<file path="src/rtl/inst_prefetch_buffer.sv">
// inst_prefetch_buffer: sequential instruction fetcher with a small {pc, inst} FIFO
// and redirect flush, feeding the IF stage over a valid/ready handshake.
module inst_prefetch_buffer #(
    parameter int ADDR_LEN = 32,
    parameter int INSTR_LEN = 32,
    parameter int DEPTH = 4,
    parameter logic [ADDR_LEN-1:0] RESET_PC = '0
) (
    input  logic                 clk,
    input  logic                 rst,
    input  logic                 redirect_valid,
    input  logic [ADDR_LEN-1:0]  redirect_pc,
    input  logic                 if_ready,
    output logic                 if_valid,
    output logic [ADDR_LEN-1:0]  if_pc,
    output logic [INSTR_LEN-1:0] if_inst,
    output logic                 mem_req,
    output logic [ADDR_LEN-1:0]  mem_addr,
    input  logic                 mem_ack,
    input  logic [INSTR_LEN-1:0] mem_rdata
);
    localparam int PW = $clog2(DEPTH);
    localparam logic [PW:0] FULL = (PW+1)'(DEPTH);

    typedef enum logic [1:0] {IDLE, REQ, DROP} state_t;

    state_t state_q, state_d;
    logic [ADDR_LEN-1:0] fetch_pc_q, fetch_pc_d, addr_q, addr_d;
    logic [PW-1:0] wr_ptr_q, wr_ptr_d, rd_ptr_q, rd_ptr_d;
    logic [PW:0] count_q, count_d;
    logic [ADDR_LEN-1:0] pc_q [DEPTH];
    logic [ADDR_LEN-1:0] pc_d [DEPTH];
    logic [INSTR_LEN-1:0] inst_q [DEPTH];
    logic [INSTR_LEN-1:0] inst_d [DEPTH];
    logic push, pop;

    assign mem_req  = state_q != IDLE;
    assign mem_addr = addr_q;
    assign if_valid = count_q != '0;
    assign if_pc    = pc_q[rd_ptr_q];
    assign if_inst  = inst_q[rd_ptr_q];
    assign push     = state_q == REQ && mem_ack && !redirect_valid;
    assign pop      = if_valid && if_ready && !redirect_valid;

    always_comb begin
        state_d    = state_q;
        fetch_pc_d = fetch_pc_q;
        addr_d     = addr_q;
        case (state_q)
            IDLE: if (!redirect_valid && count_q < FULL) begin
                state_d = REQ;
                addr_d  = fetch_pc_q;
            end
            REQ: if (mem_ack) begin
                state_d    = IDLE;
                fetch_pc_d = addr_q + ADDR_LEN'(4);
            end else if (redirect_valid) begin
                state_d = DROP;
            end
            DROP: if (mem_ack) state_d = IDLE;
            default: state_d = IDLE;
        endcase
        if (redirect_valid) fetch_pc_d = redirect_pc;
    end

    always_ff @(posedge clk or posedge rst) begin
        if (rst) begin
            state_q    <= IDLE;
            fetch_pc_q <= RESET_PC;
            addr_q     <= RESET_PC;
        end else begin
            state_q    <= state_d;
            fetch_pc_q <= fetch_pc_d;
            addr_q     <= addr_d;
        end
    end

    // Redirect wins over same-cycle push and pop: the queue simply restarts empty.
    always_comb begin
        wr_ptr_d = wr_ptr_q;
        rd_ptr_d = rd_ptr_q;
        count_d  = count_q;
        pc_d     = pc_q;
        inst_d   = inst_q;
        if (redirect_valid) begin
            wr_ptr_d = '0;
            rd_ptr_d = '0;
            count_d  = '0;
        end else begin
            if (push) begin
                pc_d[wr_ptr_q]   = addr_q;
                inst_d[wr_ptr_q] = mem_rdata;
                wr_ptr_d         = wr_ptr_q + 1'b1;
            end
            if (pop) rd_ptr_d = rd_ptr_q + 1'b1;
            count_d = count_q + (PW+1)'(push) - (PW+1)'(pop);
        end
    end

    always_ff @(posedge clk or posedge rst) begin
        if (rst) begin
            wr_ptr_q <= '0;
            rd_ptr_q <= '0;
            count_q  <= '0;
            pc_q     <= '{default: '0};
            inst_q   <= '{default: '0};
        end else begin
            wr_ptr_q <= wr_ptr_d;
            rd_ptr_q <= rd_ptr_d;
            count_q  <= count_d;
            pc_q     <= pc_d;
            inst_q   <= inst_d;
        end
    end
endmodule

</file>
<file path="config.mk">
export PLATFORM = sky130hd
export DESIGN_NAME = inst_prefetch_buffer
export DESIGN_NICKNAME = d
export VERILOG_FILES = /design/src/rtl/inst_prefetch_buffer.sv
export SDC_FILE = /design/constraint.sdc
export NUM_CORES = 1
export LEC_CHECK = 0
export BUFFER_PORTS_ARGS = -buffer_cell sky130_fd_sc_hd__buf_2
export CORE_ASPECT_RATIO = 1.4
export CORE_MARGIN = 4
export CORE_UTILIZATION = 44
export CTS_CLUSTER_DIAMETER = 150
export DETAILED_ROUTE_END_ITERATION = 12
export PLACE_DENSITY_LB_ADDON = 0.12
export SYNTH_ARGS = -nofsm -noshare
export SYNTH_HDL_FRONTEND = slang
export SYNTH_SLANG_ARGS = --single-unit
export TNS_END_PERCENT = 1
</file>
<file path="constraint.sdc">
create_clock -name clk -period 13.7 [get_ports clk]
set_input_delay 2.74 -clock clk [delete_from_list [all_inputs] [get_ports clk]]
set_output_delay 2.74 -clock clk [all_outputs]
set_load 0.02 [all_outputs]
</file>
After elaboration in Yosys (flattened, before gate mapping):

Cells that the tools add are included.

* equal/unequal tests: 5
* bitwise operators: 3
* reductions and logical operators: 18
* order comparisons: 4
* multiplexer cells: 23
* $add $sub $neg: 5

Operators by type and width (count)
* $bwmux W128: 2
* $mux W32: 8
* $bmux W32 S2: 2
* $demux W32 S2: 1
* $add A32 B3 Y32 const B: 1
* $mux W2: 8
* $reduce_bool A2 Y1: 5
* $ge A3 B3 Y1 const B: 2
* $logic_and A1 B1 Y1: 6
* $not A2 Y3: 2
* $pmux W2 S3: 1
* $reduce_and A2 Y1: 3
* $add A2 B1 Y2 const B: 2
* $ne A2 B2 Y1 const B: 2
* $add A3 B1 Y3: 1
* $lt A3 B1 Y1 const B: 1
* $lt A3 B3 Y1 const B: 1
* $mux W3: 1
* $ne A3 B3 Y1 const B: 1
* $reduce_and A3 Y1: 1
* $reduce_bool A3 Y1: 1
* $sub A3 B1 Y3: 1
* $eq A2 B1 Y1 const B: 1
* $eq A2 B2 Y1 const B: 1
* other kinds (3): 3

* word-level logic and storage cells: 72
* output and inout port bits: 98
* input bits: 69
* bits in registers: 329

Longest topological paths before layout:

* depth after elaboration: 6
* mapped depth: 13
* mapped depth without buffers: 11

Worst setup path before layout:

Ideal clock, no wire load.

* path kind: input -> register
* start point: in mem_ack
* end point: reg count_q[2]
* cell stages on the path: 13
* data required time: 13568 ps
* path slack: 8850 ps
* data arrival time: 4718 ps
* setup time: 132 ps
* buffers on the path: 2
* cell sequence: nand2_1 or2_1 buf_6 nor2_8 inv_1 buf_2 ha_1 inv_1 ha_1 inv_1 fa_1 xnor2_1 nor2_1

* longest elaborated chain between the ends: 5

Ends and longest elaborated chain
* start, declared: line 19 `input logic mem_ack,`
* $logic_and A1 B1 Y1 (2 in series): line 42 `assign push = state_q == REQ && mem_ack && !redirect_valid;`
* $add A3 B1 Y3: line 96 `count_d = count_q + (PW+1)'(push) - (PW+1)'(pop);`
* $sub A3 B1 Y3: line 96
* $mux W3: line 85 `if (redirect_valid) begin`
* via count_d[2]: line 30 `logic [PW:0] count_q, count_d;`
* end signal, assigned: line 110 `count_q <= count_d;`
* end, declared: line 30

The timed path passes the listed nets, and every way through them passes these cells.
A chain may end at the register's enable or synchronous reset.

Worst setup path after layout:

* start point: reg rd_ptr_q[0]
* end point: out if_inst[15]

* longest elaborated chain between the ends: 4

Ends and longest elaborated chain
* start, declared: line 29 `logic [PW-1:0] wr_ptr_q, wr_ptr_d, rd_ptr_q, rd_ptr_d;`
* start signal, assigned: line 109 `rd_ptr_q <= rd_ptr_d;`
* $not A2 Y3 (implied by the code): line 41 `assign if_inst = inst_q[rd_ptr_q];`
* $bmux W32 S2: line 41
* $mux W32 (implied by the code) (2 in series): line 41
* end, declared: line 16 `output logic [INSTR_LEN-1:0] if_inst,`

No other way between the ends. The select of a mux whose other input is x is not followed.

==> impl_metrics.tcl <==
set metrics [dict create \
    seq_area_frac_synth 0.5499 \
    placed_area_um2 15920 \
    syn_inst 989 \
    pwr_density_cell_nw_per_um2 208.6 \
    outcome "complete, no violations" \
    layout-drive-gt1-share 0.5148 \
    cts.clk_slew.worst_paths_ns 0.06 \
    dr.pass1.iters 4 \
    finalCritPeriodShare 0.4116 \
    crit_required_ns 10.96 \
    drc 0 \
    grt_use_total 0.1820 \
    post-cts-setup-buffers 0 \
    die_y_um 226.3 \
    p_leak_uw 0.008133 \
    fillCellCount 2991 \
    synth_warnings 0 \
    clock-sinks 329 \
    grt_pass1_wl_mm 52.85 \
    drtIter0Drc 316 \
    arrival_ns 2.90 \
    routed_wirelength_mm 32.91 \
    synth_edf_count 0 \
    setup_viol 0 \
    avgRoutedWirePerCell_um 20.65 \
    initial_utilization 0.4481 \
    io_pins 167 \
    cts-root-buf "clkbuf_16" \
    place.gp.congestion 0.6963 \
    synthesis.area_per_instance_um2 15.14 \
    yosys.area.top_type "dfrtp_1" \
    clk_latency_ns 0.53 \
    synthArstFlopShare 1.000 \
    ys_types 40 \
    tritoncts.num_buffers 36 \
    min_period_ns 5.639 \
    setup_tns_ns 0 \
    netlist_area_um2 14970 \
    synth_area_leaders "dfrtp_1 55%, mux2_2 20%, mux4_2 9.6%, buf_6 1.9%, mux2_4 1.6%" \
    h-tree-depth 2 \
    ys_ff_latch 329 \
    numPortBuffers 166 \
    drtAntennaViolNets 0 \
    antenna_found_initial 8 \
    dpl.hpwl_mm 19.53 \
    hold_viol_final 0 \
    seq_area_um2 8240 \
    rsz0062_at_grt "false" \
    final_area_um2 17130 \
    die_area_um2 37080 \
    grt_pass1_vias 9280 \
    end_kind "output port" \
    cts_tree "yes" \
    min-delay-path-class "reg -> reg" \
    cp_max_fo 41 \
    worstMarginPinSlew_ns 0.9972 \
    cts_hold_buf 0 \
    irDropWorstVdd_uv 125.7 \
    syn-num-nets 1066 \
    slew_viol_final 0 \
    setup.worst_path.class "reg -> out" \
    hold_ws_ns 0.4898 \
    vias 8568 \
    slew_headroom 0.3352 \
    fin_skew_ns 0.02608 \
    grt_max_degree 114 \
    rows 79 \
    cts_resized 0 \
    finalPower_uw 3574 \
    nets 1198 \
    via_per_inst 5.375 \
    gr-total-overflow 0 \
    fp.dieW_um 163.9 \
    cts_max_path_buffers 3 \
    multi_input_area_um2 6202 \
    fmax_mhz 177.3 \
    coreArea_um2 33410 \
    synth_ff_type "dfrtp_1" \
    synth_top_cell_area_share 0.5499 \
    crit_path_start_kind "register" \
    area_growth_pct 14.42 \
    max_cap_viol_count 0 \
]
[worst max-delay path, stage by stage, from the launching register on]
cell	delay [ns]
dfrtp_4	0.80
buf_4	0.75
mux4_2	0.62
buf_2	0.18
[cell usage after synthesis (8+ instances only)]
cell	instances
nand4_1	9
mux2_2	266
buf_6	25
nand2_1	61
nand3_1	14
o221ai_1	20
xor2_1	19
o21ai_0	13
a21oi_1	8
mux2_4	16
xnor2_1	13
dfrtp_1	329
buf_2	22
mux4_2	64
nor2_1	19
clkbuf_1	24
[stage by stage]
stage,util,setup WS (ns),std cells
floorplan,-,1.849,989
global route,0.5126,7.817,1592
global placement,0.4766,8.043,1528
CTS,0.5125,7.924,1591
detailed placement,0.4766,7.976,1528
finish,0.5127,8.061,1594
[layout make-up]
type / instances / share of cell area
Antenna cell: 3 / 0.0004382
Clock buffer: 48 / 0.06055
Clock inverter: 15 / 0.009422
Inverter: 7 / 0.001972
Multi-Input combinational cell: 573 / 0.3621
Sequential cell: 329 / 0.4810
Tap cell: 445 / 0.03250
Timing Repair Buffer: 174 / 0.05200
[state kept, by name, summed over array words and instances, names as in the netlist]
name / cells
count_q: 3
mem_addr: 32
fetch_pc_q: 32
inst_q: 128
state_q: 2
wr_ptr_q: 2
pc_q: 128
rd_ptr_q: 2
[where the power goes]
part / switching (uW) / internal (uW) / total [uW]
registers: 254 / 1230 / 1490
clock network: 393 / 589 / 982
logic: 546 / 558 / 1100
total: 1190 / 2380 / 3570
[kinds of logic (layout without fill, tap and decap cells)]
| group | after synthesis | in the layout | share of synthesized area |
|---|---|---|---|
| AOI/OAI and AO/OA | 43 | 43 | 0.01981 |
| and+or+nand+nor | 132 | 132 | 0.04714 |
| other | 0 | 3 | 0 |
| DFF | 329 | 329 | 0.5499 |
| buffers and inverters | 87 | 244 | 0.03644 |
| adders and majority gates | 8 | 8 | 0.007187 |
| muxes | 358 | 358 | 0.3208 |
| xor gates and xnor gates | 32 | 32 | 0.01872 |
[routing by layer]
metal	GRT usage	share of wire
met5	0	0.0018
met4	0.04467	0.020
met3	0.04292	0.054
met2	0.3137	0.51
met1	0.2334	0.42
[path summary, 6_finish.rpt]
check | cells past startpoint | from | endpoint | slack [ns]
max in group asynchronous | 3 | rst | pc_q[77] | 9.80
setup / recovery | 3 | rd_ptr_q[0] | if_inst[15] | 8.06
min in group asynchronous | 2 | rst | inst_q[52] | 2.38
hold / removal | 2 | fetch_pc_q[29] | mem_addr[29] | 0.49
hold reg to reg | 2 | fetch_pc_q[29] | mem_addr[29] | 0.49
setup reg to reg | 12 | state_q[0] | count_q[2] | 10.46
[layout by cell type (no fill, tap or decap), types with 2 or more instances in the layout]
cell type  instances
dfrtp_1          327
mux2_2           266
buf_2            166
mux4_2            64
nand2_1           61
clkbuf_16         37
o221ai_1          20
nor2_1            19
xor2_1            19
mux2_4            16
nand3_1           14
xnor2_1           13
o21ai_0           13
clkinv_2          11
nand4_1            9
a21oi_1            8
buf_4              8
mux2i_1            7
ha_1               7
clkbuf_8           7
inv_1              6
and4_1             6
mux2_1             5
and3_1             5
nand2_8            4
clkbuf_1           4
diode_2            3
bufinv_16          3
nor2b_1            2
dfrtp_4            2
No activity file was read; power rests on OpenSTA's default activity.
